## src/rtl/axi_lite_regfile_slave_if.sv

```systemverilog
// AXI4-Lite bus bundle for the register-file slave.
// The master modport drives requests and the slave modport answers them.
interface axi_lite_regfile_slave_if #(
    parameter int ADDR_WIDTH = 8,
    parameter int DATA_WIDTH = 32
);
    logic [ADDR_WIDTH-1:0]   awaddr;
    logic                    awvalid;
    logic                    awready;

    logic [DATA_WIDTH-1:0]   wdata;
    logic [DATA_WIDTH/8-1:0] wstrb;
    logic                    wvalid;
    logic                    wready;

    logic [1:0]              bresp;
    logic                    bvalid;
    logic                    bready;

    logic [ADDR_WIDTH-1:0]   araddr;
    logic                    arvalid;
    logic                    arready;

    logic [DATA_WIDTH-1:0]   rdata;
    logic [1:0]              rresp;
    logic                    rvalid;
    logic                    rready;

    modport master (
        output awaddr, awvalid, wdata, wstrb, wvalid, bready, araddr, arvalid, rready,
        input  awready, wready, bresp, bvalid, arready, rdata, rresp, rvalid
    );

    modport slave (
        input  awaddr, awvalid, wdata, wstrb, wvalid, bready, araddr, arvalid, rready,
        output awready, wready, bresp, bvalid, arready, rdata, rresp, rvalid
    );
endinterface

```

## src/rtl/axi_lite_regfile_slave.sv

```systemverilog
// Parametrised AXI4-Lite register file slave with byte strobes,
// read-only registers and SLVERR for out-of-range words.
//
// state      | meaning
// W_COLLECT  | gathering AW and W in any order; commit when both are held
// W_RESP     | write response presented until BREADY
// R_IDLE     | ready to accept a read address
// R_DATA     | read data presented until RREADY
module axi_lite_regfile_slave #(
    parameter int                  ADDR_WIDTH = 8,
    parameter int                  DATA_WIDTH = 32,
    parameter int                  NUM_REGS   = 16,
    parameter logic [NUM_REGS-1:0] RO_MASK    = '0
) (
    input  logic                    ACLK,
    input  logic                    ARESET,
    axi_lite_regfile_slave_if.slave bus
);
    localparam int STRB_W = DATA_WIDTH / 8;
    localparam int OFF_W  = $clog2(STRB_W);
    localparam int IDX_W  = ADDR_WIDTH - OFF_W;

    localparam logic [0:0] W_COLLECT = 1'b0;
    localparam logic [0:0] W_RESP    = 1'b1;
    localparam logic [0:0] R_IDLE    = 1'b0;
    localparam logic [0:0] R_DATA    = 1'b1;

    localparam logic [1:0] RESP_OKAY   = 2'b00;
    localparam logic [1:0] RESP_SLVERR = 2'b10;

    // run_q keeps every READY low while reset is held and for the reset cycle itself
    logic run_q, run_d;

    logic [0:0]            wstate_q, wstate_d;
    logic                  aw_held_q, aw_held_d;
    logic                  w_held_q, w_held_d;
    logic [IDX_W-1:0]      aw_idx_q, aw_idx_d;
    logic [DATA_WIDTH-1:0] wdata_q, wdata_d;
    logic [STRB_W-1:0]     wstrb_q, wstrb_d;
    logic [1:0]            bresp_q, bresp_d;

    logic [0:0]            rstate_q, rstate_d;
    logic [DATA_WIDTH-1:0] rdata_q, rdata_d;
    logic [1:0]            rresp_q, rresp_d;

    logic [DATA_WIDTH-1:0] regs_q [NUM_REGS];
    logic [DATA_WIDTH-1:0] regs_d [NUM_REGS];

    logic                  awready, wready, arready;
    logic                  aw_hs, w_hs, ar_hs, commit;
    logic [IDX_W-1:0]      aw_idx_in, ar_idx_in, wr_idx;
    logic [DATA_WIDTH-1:0] wr_data;
    logic [STRB_W-1:0]     wr_strb;
    logic                  wr_ok;
    logic [DATA_WIDTH-1:0] rd_data;
    logic                  rd_in_range;

    // Byte-offset bits are intentionally ignored; there is no alignment error.
    logic unused_addr_bits;
    assign unused_addr_bits = ^{bus.awaddr[OFF_W-1:0], bus.araddr[OFF_W-1:0]};

    assign aw_idx_in = bus.awaddr[ADDR_WIDTH-1:OFF_W];
    assign ar_idx_in = bus.araddr[ADDR_WIDTH-1:OFF_W];

    assign awready = run_q && (wstate_q == W_COLLECT) && !aw_held_q;
    assign wready  = run_q && (wstate_q == W_COLLECT) && !w_held_q;
    assign arready = run_q && (rstate_q == R_IDLE);

    assign aw_hs = bus.awvalid && awready;
    assign w_hs  = bus.wvalid && wready;
    assign ar_hs = bus.arvalid && arready;

    // The second handshake commits in its own cycle, so bypass the capture flops.
    assign wr_idx  = aw_hs ? aw_idx_in : aw_idx_q;
    assign wr_data = w_hs ? bus.wdata : wdata_q;
    assign wr_strb = w_hs ? bus.wstrb : wstrb_q;
    assign commit  = (wstate_q == W_COLLECT) && (aw_held_q || aw_hs) && (w_held_q || w_hs);

    // Decode write target: writable only if in range and not read-only
    always_comb begin
        wr_ok = 1'b0;
        for (int i = 0; i < NUM_REGS; i++) begin
            if (wr_idx == IDX_W'(i) && !RO_MASK[i]) begin
                wr_ok = 1'b1;
            end
        end
    end

    // Decode read target; read-only registers return zero with OKAY
    always_comb begin
        rd_data     = '0;
        rd_in_range = 1'b0;
        for (int i = 0; i < NUM_REGS; i++) begin
            if (ar_idx_in == IDX_W'(i)) begin
                rd_in_range = 1'b1;
                if (!RO_MASK[i]) begin
                    rd_data = regs_q[i];
                end
            end
        end
    end

    // Apply strobed bytes of a committed write to the register array
    always_comb begin
        for (int i = 0; i < NUM_REGS; i++) begin
            regs_d[i] = regs_q[i];
        end
        if (commit) begin
            for (int i = 0; i < NUM_REGS; i++) begin
                if (wr_idx == IDX_W'(i) && !RO_MASK[i]) begin
                    for (int b = 0; b < STRB_W; b++) begin
                        if (wr_strb[b]) begin
                            regs_d[i][8*b +: 8] = wr_data[8*b +: 8];
                        end
                    end
                end
            end
        end
    end

    // Write FSM: collect AW/W independently, commit, then hold the response
    always_comb begin
        run_d     = 1'b1;
        wstate_d  = wstate_q;
        aw_held_d = aw_held_q;
        w_held_d  = w_held_q;
        aw_idx_d  = aw_idx_q;
        wdata_d   = wdata_q;
        wstrb_d   = wstrb_q;
        bresp_d   = bresp_q;
        case (wstate_q)
            W_COLLECT: begin
                if (aw_hs) begin
                    aw_held_d = 1'b1;
                    aw_idx_d  = aw_idx_in;
                end
                if (w_hs) begin
                    w_held_d = 1'b1;
                    wdata_d  = bus.wdata;
                    wstrb_d  = bus.wstrb;
                end
                if (commit) begin
                    wstate_d  = W_RESP;
                    aw_held_d = 1'b0;
                    w_held_d  = 1'b0;
                    bresp_d   = wr_ok ? RESP_OKAY : RESP_SLVERR;
                end
            end
            W_RESP: begin
                if (bus.bready) begin
                    wstate_d = W_COLLECT;
                end
            end
            default: wstate_d = W_COLLECT;
        endcase
    end

    // Read FSM: register data/response on AR, hold until RREADY
    always_comb begin
        rstate_d = rstate_q;
        rdata_d  = rdata_q;
        rresp_d  = rresp_q;
        case (rstate_q)
            R_IDLE: begin
                if (ar_hs) begin
                    rstate_d = R_DATA;
                    rdata_d  = rd_data;
                    rresp_d  = rd_in_range ? RESP_OKAY : RESP_SLVERR;
                end
            end
            R_DATA: begin
                if (bus.rready) begin
                    rstate_d = R_IDLE;
                end
            end
            default: rstate_d = R_IDLE;
        endcase
    end

    // State and register update; reset drops any pending transaction
    always_ff @(posedge ACLK) begin
        if (ARESET) begin
            run_q     <= 1'b0;
            wstate_q  <= W_COLLECT;
            aw_held_q <= 1'b0;
            w_held_q  <= 1'b0;
            aw_idx_q  <= '0;
            wdata_q   <= '0;
            wstrb_q   <= '0;
            bresp_q   <= RESP_OKAY;
            rstate_q  <= R_IDLE;
            rdata_q   <= '0;
            rresp_q   <= RESP_OKAY;
            for (int i = 0; i < NUM_REGS; i++) begin
                regs_q[i] <= '0;
            end
        end else begin
            run_q     <= run_d;
            wstate_q  <= wstate_d;
            aw_held_q <= aw_held_d;
            w_held_q  <= w_held_d;
            aw_idx_q  <= aw_idx_d;
            wdata_q   <= wdata_d;
            wstrb_q   <= wstrb_d;
            bresp_q   <= bresp_d;
            rstate_q  <= rstate_d;
            rdata_q   <= rdata_d;
            rresp_q   <= rresp_d;
            for (int i = 0; i < NUM_REGS; i++) begin
                regs_q[i] <= regs_d[i];
            end
        end
    end

    assign bus.awready = awready;
    assign bus.wready  = wready;
    assign bus.arready = arready;
    assign bus.bvalid  = (wstate_q == W_RESP);
    assign bus.bresp   = bresp_q;
    assign bus.rvalid  = (rstate_q == R_DATA);
    assign bus.rdata   = rdata_q;
    assign bus.rresp   = rresp_q;
endmodule

```

## src/flat_wrapper.sv

```systemverilog
// flat-port wrapper written by rule: the top's interface ports become plain ports
module axi_lite_regfile_slave_flat 
#(
    parameter int                  ADDR_WIDTH = 8,
    parameter int                  DATA_WIDTH = 32,
    parameter int                  NUM_REGS   = 16,
    parameter logic [NUM_REGS-1:0] RO_MASK    = '0
)
  (ACLK, ARESET, bus_awaddr, bus_awvalid, bus_wdata, bus_wstrb, bus_wvalid, bus_bready, bus_araddr, bus_arvalid, bus_rready, bus_awready, bus_wready, bus_bresp, bus_bvalid, bus_arready, bus_rdata, bus_rresp, bus_rvalid);
  axi_lite_regfile_slave_if #(.ADDR_WIDTH(ADDR_WIDTH), .DATA_WIDTH(DATA_WIDTH)) bus_i ();
  input  logic ACLK;
  input  logic ARESET;
  input wire logic [$bits(bus_i.awaddr)-1:0] bus_awaddr;
  input wire logic [$bits(bus_i.awvalid)-1:0] bus_awvalid;
  input wire logic [$bits(bus_i.wdata)-1:0] bus_wdata;
  input wire logic [$bits(bus_i.wstrb)-1:0] bus_wstrb;
  input wire logic [$bits(bus_i.wvalid)-1:0] bus_wvalid;
  input wire logic [$bits(bus_i.bready)-1:0] bus_bready;
  input wire logic [$bits(bus_i.araddr)-1:0] bus_araddr;
  input wire logic [$bits(bus_i.arvalid)-1:0] bus_arvalid;
  input wire logic [$bits(bus_i.rready)-1:0] bus_rready;
  output wire logic [$bits(bus_i.awready)-1:0] bus_awready;
  output wire logic [$bits(bus_i.wready)-1:0] bus_wready;
  output wire logic [$bits(bus_i.bresp)-1:0] bus_bresp;
  output wire logic [$bits(bus_i.bvalid)-1:0] bus_bvalid;
  output wire logic [$bits(bus_i.arready)-1:0] bus_arready;
  output wire logic [$bits(bus_i.rdata)-1:0] bus_rdata;
  output wire logic [$bits(bus_i.rresp)-1:0] bus_rresp;
  output wire logic [$bits(bus_i.rvalid)-1:0] bus_rvalid;
  assign bus_i.awaddr = bus_awaddr;
  assign bus_i.awvalid = bus_awvalid;
  assign bus_i.wdata = bus_wdata;
  assign bus_i.wstrb = bus_wstrb;
  assign bus_i.wvalid = bus_wvalid;
  assign bus_i.bready = bus_bready;
  assign bus_i.araddr = bus_araddr;
  assign bus_i.arvalid = bus_arvalid;
  assign bus_i.rready = bus_rready;
  assign bus_awready = bus_i.awready;
  assign bus_wready = bus_i.wready;
  assign bus_bresp = bus_i.bresp;
  assign bus_bvalid = bus_i.bvalid;
  assign bus_arready = bus_i.arready;
  assign bus_rdata = bus_i.rdata;
  assign bus_rresp = bus_i.rresp;
  assign bus_rvalid = bus_i.rvalid;
  axi_lite_regfile_slave #(.ADDR_WIDTH(ADDR_WIDTH), .DATA_WIDTH(DATA_WIDTH), .NUM_REGS(NUM_REGS), .RO_MASK(RO_MASK)) u_core (.ACLK(ACLK), .ARESET(ARESET), .bus(bus_i));
endmodule
```

## config.mk

```make
export PLATFORM = sky130hd
export DESIGN_NAME = axi_lite_regfile_slave_flat
export DESIGN_NICKNAME = d
export VERILOG_FILES = /design/src/rtl/axi_lite_regfile_slave_if.sv /design/src/rtl/axi_lite_regfile_slave.sv /design/src/flat_wrapper.sv
export SDC_FILE = /design/constraint.sdc
export NUM_CORES = 1
export LEC_CHECK = 0
export CORE_ASPECT_RATIO = 0.75
export CORE_UTILIZATION = 40
export CTS_CLUSTER_DIAMETER = 100
export CTS_CLUSTER_SIZE = 40
export DETAILED_ROUTE_END_ITERATION = 10
export PLACE_DENSITY_LB_ADDON = 0.25
export SKIP_LAST_GASP = 1
export SLEW_MARGIN = 20
export SYNTH_ARGS = -nofsm -noshare
export SYNTH_HDL_FRONTEND = slang
export SYNTH_SLANG_ARGS = --single-unit
```

## constraint.sdc

```tcl
create_clock -name ACLK -period 7.23 [get_ports ACLK]
set_clock_uncertainty 0.15 [all_clocks]
set_input_delay 1.8075 -clock ACLK [delete_from_list [all_inputs] [get_ports ACLK]]
set_output_delay 1.8075 -clock ACLK [all_outputs]
set_load 0.03 [all_outputs]
```

==> metrics.cfg, run 1 <==
[placed_design]
preCtsSetupSlack_ps=1843
dp_cells=3508
place_area_um2=26880
hpwl_um=54700
gp_congestion=0.9176
portBuffers=93

[finish]
fin_cells=3534
area_delta_synth_final_pct=8.254
layout_commonest_cell=dfxtp_1
fill_cells=5925
drive_gt1_share_pct=9.762
n_antenna_cell=0
final_cell_mix=593 x dfxtp_1, 490 x nor2_1, 394 x a211oi_1, 198 x nand2_1, 150 x mux2i_1
nNetsFinal=2738
final_area_um2=27490

[setup_path]
r2r_end=u_core.regs_q[1][137]
reg2reg_from=u_core.bus.bvalid
crit_required_ps=7520
r2r_setup_slack_ps=3810
start_kind=primary input
worst_r2r_path_depth=5
path_class=primary input to flip-flop
end_kind=flip-flop
crit_arrival_ps=5210
crit_fanout=16

[power_and_ir_drop]
p_sw_share_pct=26.18
power_density_nw_per_um2=195.4
clock_power_share_pct=29.0
seq_power_share_pct=61.6
leakage_nw=8.300
p_int_w=0.003964
peakVddDrop_uv=140.9
p_comb_share_pct=9.5
power.switching_w=0.001406

[grt]
grt_usage_pct=24.41
grt_max_degree=106
grt_pass1_wl_um=121800
antenna_found_initial=1
grt_pass1_vias=19362
overflow=0

[sta]
finalSetupViolCount=0
finalCritPeriodShare_pct=68.07
fmax_ghz=0.2032
fin_hold_ws_ps=317.1
finalHoldViolCount=0
fin_crit_ps=4921
final.setup.tns_ps=0
fin_ws_ps=2309
worst_slew_pin_slew_ps=1239
maxSlewHeadroom_pct=17.19
rsz0062_at_grt=false
slew_viol_final=0

[status]
outcome=finished clean

[logic_synthesis]
synth_area_leaders=dfxtp_1 47%, a211oi_1 12%, nor2_1 7.2%
ys.flop_type=dfxtp_1
synth-async-reset-ratio_pct=0
synth_cells=2730
synth_edf_count=0
ys_seq_area_share_pct=46.76
yosysTopAreaCellShare_pct=46.76
yosysWarnings=0
netlist_area_um2=25390
syn_area_per_cell_um2=9.300
ys_ff_latch=593
synth_top_area_cell=dfxtp_1
synth.distinct_cells=76

[clock_tree]
cts_buffer_depth=3
ctsHoldBuffers=0
cts_resized=0
numCtsBuffers=19
clk_pin_slew_ps=140
cts_tree=built
clock_sinks=593
cts_root_buf=clkbuf_16
clock_latency_ps=590
post_cts_buffers=0
htreeDepth=1

[detailed_routing]
drt_iter0_markers=2693
via_per_inst=5.960
drtPass1Iterations=6
dr_total_vias=21063
drcViolationCount=0
routed_wirelength_um=80580
wl_per_cell_um=22.80
ant_nets=0

[floorplanning]
fp.dieArea_um2=64500
die_h_um=220.2
core_um2=62370
rows=79
initial_core_util_pct=40.71
die_w_um=292.9
io_pins=100

[run]
maxCapViolations=0

[worst_hold_path]
hold_class=flip-flop to flip-flop
holdPathEnd=u_core.regs_q[1][136]
worstHoldStart=u_core.regs_q[1][136]
whs_path_depth=2

## power groups by stage
stage	clock, W	sequential (W)	combinational [W]
after floorplan	0	0.00338	0.000291
after global placement	0	0.00337	0.000489
after detailed placement	0	0.00338	0.000497
after CTS	0.00159	0.00330	0.000497
after global routing	0.00169	0.00331	0.000534
final	0.00156	0.00331	0.000509
## registers in the layout, summed over array words and instances (netlist names)
register	flops
u_core.run_q	1
u_core.bus.rresp	1
u_core.wdata_q	32
u_core.w_held_q	1
u_core.bus.rvalid	1
u_core.aw_held_q	1
u_core.wstrb_q	4
u_core.bus.bvalid	1
u_core.regs_q	512
u_core.bus.bresp	1
u_core.aw_idx_q	6
u_core.bus.rdata	32
## how the worst max path moves through the flow
stage                        startpoint                    to  slack, ps  depth (start not counted)
after floorplan           bus_araddr[2]  u_core.bus.rdata[29]       3450                          7
after global routing      bus_araddr[5]  u_core.bus.rdata[24]       2210                          8
after detailed placement  bus_araddr[5]  u_core.bus.rdata[24]       1840                          8
after CTS                 bus_araddr[5]  u_core.bus.rdata[24]       2470                          8
final                     bus_araddr[5]  u_core.bus.rdata[24]       2310                          8
after global placement    bus_araddr[5]  u_core.bus.rdata[24]       1860                          8
## worst max-delay path, cell delays in order
cell,delay [ps]
clkdlybuf4s50_1,880
and4b_1,310
and2_1,430
buf_4,340
a22oi_1,150
nand3_1,110
a2111oi_1,970
o22ai_1,210
## Yosys cell counts (4+ instances only)
cell type  number
a2111oi_0      16
a211oi_1      394
a21oi_1        84
a221oi_1       40
a22o_1         10
a22oi_1        38
and2_1          8
and3_1          6
buf_2          66
buf_4          26
clkbuf_1      142
dfxtp_1       593
inv_1          18
mux2_2         20
mux2i_1       155
mux4_2         34
nand2_1       198
nand2b_1        7
nand3_1        26
nand3_4         7
nand4_1         6
nor2_1        490
nor2_2         20
nor2_4         46
nor2b_1         5
nor3_1         17
nor4_1         13
o21a_1          4
o21ai_0        94
o21bai_1        4
o221ai_1       17
o22ai_1        34
o2bb2ai_1       5
o31ai_1         6
o32ai_1         6
or3_1           4
## final cells by class
type	instances	area, um2	area share (%)
clock inverters	4	46.29	0.1684
clock buffers	22	516.7	1.880
inverters	20	77.57	0.2822
multi-input cells	1880	12440	45.25
repair buffers	165	1471	5.353
well taps	850	1064	3.869
flip-flops and latches	593	11870	43.19
## through the flow
| step | util (%) | power, W |
|---|---|---|
| 2_1_floorplan | - | 0.003670 |
| 3_3_place_gp | 43.10 | 0.003864 |
| 3_5_place_dp | 43.10 | 0.003873 |
| 4_1_cts | 44.00 | 0.005391 |
| 5_1_grt | 44.07 | 0.005533 |
| 6_report | 44.07 | 0.005370 |
## routing by layer
metal | vias up | share of wire (%) | GRT usage, %
met5 | - | 0 | 0
li1 | 9837 | - | -
met4 | 0 | 1.6 | 4.433
met2 | 830 | 43 | 36.69
met1 | 10317 | 48 | 37.41
met3 | 79 | 8.0 | 2.973
## logic make-up after synthesis
kind of cell | count (synthesis) | share of synthesized area (%)
AO/OA/AOI/OAI | 788 | 22.20
flip-flops | 593 | 46.76
other | 1 | 0.01477
buffers and inverters | 258 | 4.613
multiplexers | 209 | 10.01
AND/OR/NAND/NOR | 881 | 16.40
Power figures use the tool's default switching activity.
==> run 2: changes to the inputs <==
clock period = 4.7 ns   (was 7.23 ns; I/O delays follow)
==> run 2 against run 1 <==
Core utilization increased by 0.62 points. Critical path depth is the same. Worst setup slack worse by 1400 ps. Sequential power is 53% higher. Cell area grew 1.4%. Combinational power is 59% higher. Non-clock buffer count rose by 46. Largest power group unchanged. First-iteration DRC count decreased by 13%. Clock power up 51%. Critical path type unchanged. Register-to-register slack got worse by 2100 ps. Via count up 0.85%. Clock-buffer cell count shrank 2.
==> metrics.cfg, run 2 (synthesized netlist as in run 1, its figures left out) <==
[clock_tree]
clk_pin_slew_ps=150  ; about the same
clock_latency_ps=590  ; about the same
cts_buffer_depth=3  ; unchanged
cts_root_buf=clkbuf_16
cts_resized=0  ; unchanged
clock_sinks=593  ; unchanged
post_cts_buffers=0  ; unchanged
numCtsBuffers=19  ; unchanged
htreeDepth=1  ; unchanged
cts_tree=built
ctsHoldBuffers=0  ; unchanged

[sta]
fin_ws_ps=951.7  ; -1357 ps
finalCritPeriodShare_pct=79.75
fin_crit_ps=3748
rsz0062_at_grt=false
finalHoldViolCount=0  ; unchanged
maxSlewHeadroom_pct=21.87  ; +4.7 points
worst_slew_pin_slew_ps=1172  ; -67.12 ps
finalSetupViolCount=0  ; unchanged
fin_hold_ws_ps=318.8  ; +1.653 ps
final.setup.tns_ps=0  ; unchanged
slew_viol_final=0  ; unchanged
fmax_ghz=0.2668

[detailed_routing]
routed_wirelength_um=81080  ; +0.62%
via_per_inst=5.938  ; -0.36%
ant_nets=0  ; unchanged
drtPass1Iterations=6  ; unchanged
dr_total_vias=21242  ; +0.85%
drcViolationCount=0  ; unchanged
wl_per_cell_um=22.67  ; -0.59%
drt_iter0_markers=2345  ; -13%

[power_and_ir_drop]
peakVddDrop_uv=223.5  ; +59%
power_density_nw_per_um2=296.2  ; +52%
leakage_nw=8.546  ; +3.0%

[finish]
largest-register=u_core.regs_q
n_antenna_cell=0  ; unchanged
nNetsFinal=2784  ; +1.7%
largest_reg_flops=512  ; unchanged
area_delta_synth_final_pct=9.782
layout_commonest_cell=dfxtp_1
final_cell_mix=593 x dfxtp_1, 490 x nor2_1, 394 x a211oi_1, 198 x nand2_1, 150 x mux2i_1
drive_gt1_share_pct=11.18  ; +1.4 points

[placed_design]
hpwl_um=55870  ; +2.1%
preCtsSetupSlack_ps=310.5  ; -1532 ps
portBuffers=93  ; unchanged
gp_congestion=0.9334  ; +1.7%

[floorplanning]
die_w_um=292.9  ; unchanged
rows=79  ; unchanged
die_h_um=220.2  ; unchanged
fp.dieArea_um2=64500  ; unchanged
io_pins=100  ; unchanged
core_um2=62370  ; unchanged
initial_core_util_pct=40.71  ; unchanged

[grt]
antenna_found_initial=2  ; +1
grt_pass1_vias=19642  ; +1.4%
grt_max_degree=204  ; +92%
grt_usage_pct=24.54  ; +0.12 points
grt_pass1_wl_um=122400  ; +0.48%
overflow=0  ; unchanged

[setup_path]
end_kind=flip-flop
crit_fanout=14  ; -2
crit_required_ps=5060  ; -2460 ps
crit_arrival_ps=4100  ; -1110 ps
start_kind=primary input
path_class=primary input to flip-flop

[worst_hold_path]
hold_class=flip-flop to flip-flop

[status]
outcome=finished clean

[run]
maxCapViolations=0  ; unchanged

run 2: where the power goes:
part | internal, W | leakage, nW | switching (W) | total, W
Clock | 0.000773 | 0.260 | 0.00159 | 0.00236
Sequential | 0.00506 | 4.78 | 0.0000221 | 0.00508
Combinational | 0.000236 | 3.50 | 0.000575 | 0.000811
run 2: final timing paths:
kind	startpoint	endpoint	slack [ps]	depth (start not counted)
worst max register to register	u_core.bus.bvalid	u_core.regs_q[1][172]	1730	5
worst min-delay path	u_core.regs_q[1][138]	u_core.regs_q[1][138]	320	2
worst max-delay path	bus_araddr[6]	u_core.bus.rdata[23]	950	8
worst min register to register	u_core.regs_q[1][138]	u_core.regs_q[1][138]	320	2
run 2: area by class of cell:
class                      instances  area [um2]
tap                              850        1064
multi-input combinational       1880       12410
sequential                       593       11870
inverter                          20       77.57
fill                            5969       34500
clock buffer                      20       479.2
clock inverter                     3       57.56
timing repair buffer             211        1917
run 2: metrics by stage:
stage                     std cells  total power, W  util [%]  cell area [um2]
after CTS                      3577        0.008288     44.67            27860
after floorplan                2731        0.005646         -            25390
after global placement         3554        0.005971     43.81            27330
after detailed placement       3554        0.005985     43.81            27330
final                          3577        0.008257     44.69            27870
after global routing           3577        0.008510     44.69            27870
run 2: worst max-delay path, stage by stage:
cell and delay [ps]:
clkdlybuf4s50_1 660, or4b_2 940, nor2_4 470, a222oi_1 200, a21oi_1 170, a211oi_1 60
buf_4 150, o32ai_1 250
run 2: per-layer routing:
layer	GRT usage (%)	vias up	wire length, um
met5	0	-	0
met4	5.724	0	1770
met3	3.214	84	6112
met2	36.33	823	34010
met1	37.42	10415	39200
li1	-	9920	-
==> run 3: changes to the inputs <==
clock period = 3.2 ns   (was 4.7 ns; I/O delays follow)
==> run 3 against run 2 <==
Register-to-register slack got worse by 1100 ps. Die area did not move. Via count rose by 4.2%. Total power rose by 52%. Flip-flop and latch count did not move. Global-route usage rose by 1.5 points. Worst hold slack got worse by 2.4 ps. Non-clock buffer count rose by 207. Combinational power rose by 73%. Critical endpoint is now u_core.bus.rdata[29]. Wire length rose by 6.1%. Largest cell class unchanged. First-iteration DRC count rose by 5.7%.
==> metrics.cfg, run 3 (synthesized netlist as in run 1, its figures left out) <==
[sta]
finalSetupViolCount=0  ; unchanged
rsz0062_at_grt=false
fin_crit_ps=3129
maxSlewHeadroom_pct=32.40  ; +11 points
fin_ws_ps=70.65  ; -881.1 ps
worst_slew_pin_slew_ps=1014  ; -158.0 ps
finalCritPeriodShare_pct=97.79
slew_viol_final=0  ; unchanged
finalHoldViolCount=0  ; unchanged
final.setup.tns_ps=0  ; unchanged
fmax_ghz=0.3196

[setup_path]
crit_required_ps=3580  ; -1480 ps
end_kind=flip-flop
crit_arrival_ps=3510  ; -590 ps
path_class=primary input to flip-flop
crit_chain=clkdlybuf4s50_1 -> or4b_1 -> nor3_4 -> buf_12 -> a221oi_1 -> nor2_1 -> a2111oi_4 -> buf_4 -> o22ai_1
r2r_setup_slack_ps=610  ; -1120 ps
crit_fanout=22  ; +8
crit_path_end=u_core.bus.rdata[29]
slowest_stage=clkdlybuf4s50_1
critPathLaunch=bus_araddr[4]
r2r_end=u_core.regs_q[1][244]
cpPeakStageDelay_ps=640  ; -300 ps
worst_r2r_path_depth=7  ; +2
start_kind=primary input
reg2reg_from=u_core.bus.bvalid

[clock_tree]
ctsHoldBuffers=0  ; unchanged
post_cts_buffers=0  ; unchanged
clk_pin_slew_ps=150  ; about the same
cts_tree=built
cts_root_buf=clkbuf_16
clock_latency_ps=610  ; +20 ps
clock_sinks=593  ; unchanged
htreeDepth=1  ; unchanged
cts_buffer_depth=3  ; unchanged
numCtsBuffers=20  ; +1

[finish]
final_cell_mix=593 x dfxtp_1, 489 x nor2_1, 394 x a211oi_1, 237 x buf_4, 198 x nand2_1
largest_reg_flops=512  ; unchanged
seqCellArea_um2=11870  ; unchanged
n_antenna_cell=0  ; unchanged
nNetsFinal=2992  ; +7.5%
drive_gt1_share_pct=17.71  ; +6.5 points
multi_input_area_um2=12440  ; +0.24%
final_util_pct=49.03  ; +4.3 points
layout_commonest_cell=dfxtp_1
final_area_um2=30580  ; +9.7%
fill_cells=5647  ; -5.4%
area_delta_synth_final_pct=20.45
largest-register=u_core.regs_q

[power_and_ir_drop]
power_density_nw_per_um2=411.1  ; +39%
peakVddDrop_uv=327.0  ; +46%
leakage_nw=9.942  ; +16%

[worst_hold_path]
hold_class=flip-flop to flip-flop

[detailed_routing]
drt_iter0_markers=2478  ; +5.7%
drcViolationCount=0  ; unchanged
routed_wirelength_um=86070  ; +6.1%
drtPass1Iterations=5  ; -1
ant_nets=0  ; unchanged
dr_total_vias=22129  ; +4.2%
wl_per_cell_um=22.70  ; +0.13%
via_per_inst=5.836  ; -1.7%

[floorplanning]
die_h_um=220.2  ; unchanged
io_pins=100  ; unchanged
die_w_um=292.9  ; unchanged
initial_core_util_pct=40.71  ; unchanged
fp.dieArea_um2=64500  ; unchanged
core_um2=62370  ; unchanged
rows=79  ; unchanged

[placed_design]
hpwl_um=61690  ; +10%
preCtsSetupSlack_ps=-808.5  ; -1119 ps
gp_congestion=0.9148  ; -2.0%
portBuffers=93  ; unchanged
place_area_um2=29910  ; +9.5%

[grt]
grt_max_degree=200  ; -2.0%
antenna_found_initial=0  ; -2
grt_pass1_wl_um=129200  ; +5.6%
grt_usage_pct=26.06  ; +1.5 points
overflow=0  ; unchanged
grt_pass1_vias=20709  ; +5.4%

[status]
outcome=finished clean

[run]
maxCapViolations=0  ; unchanged

==> run 3: repair_timing <==
item | CTS | global route
resized for setup | 2 | 3
endpoints found under the setup margin | 2 | 4
cloned | 0 | 0
==> run 3: final cells by class <==
| type | count | share of cell area, % |
|---|---|---|
| inverter | 20 | 0.2537 |
| sequential | 593 | 38.82 |
| multi-input combinational | 1880 | 40.67 |
| tap | 850 | 3.478 |
| clock buffer | 22 | 1.731 |
| timing repair buffer | 418 | 14.70 |
| clock inverter | 9 | 0.3478 |
==> run 3: metrics by stage <==
step | hold slack, ps | power, W | instances
after floorplan | 280.3 | 0.008293 | 2731
after global placement | 287.6 | 0.008970 | 3761
after detailed placement | 296.2 | 0.008992 | 3761
after CTS | 316.3 | 0.01262 | 3792
after global routing | 333.3 | 0.01295 | 3792
final | 316.4 | 0.01257 | 3792
==> run 3: critical path, delay by kind of cell <==
family / cells / cell delay, ps
compound gates: 3 / 410
buf+inv: 3 / 1020
simple gates: 3 / 1260
==> run 3: worst min-delay path by stage <==
stage	startpoint	endpoint	slack [ps]	cells past startpoint
6_report	u_core.regs_q[0][73]	u_core.regs_q[0][73]	320	2
5_1_grt	u_core.regs_q[0][137]	u_core.regs_q[0][137]	330	2
4_1_cts	u_core.regs_q[1][8]	u_core.regs_q[1][8]	320	2
3_5_place_dp	u_core.regs_q[0][142]	u_core.regs_q[0][142]	300	2
3_3_place_gp	u_core.regs_q[0][43]	u_core.regs_q[0][43]	290	2
2_1_floorplan	u_core.regs_q[0][142]	u_core.regs_q[0][142]	280	2
==> run 3: metal layers <==
metal	global-route usage [%]	share of wire, %	vias up
li1	-	-	10360
met1	38.72	47	10847
met2	39.64	43	838
met3	4.490	8.1	84
met4	4.712	1.7	0
met5	0	0	-
==> run 3: report_power, final <==
part	switching [W]	leakage, nW	internal [W]
Combinational	0.000895	4.86	0.000501
Clock	0.00243	0.304	0.00128
Sequential	0.0000327	4.78	0.00743
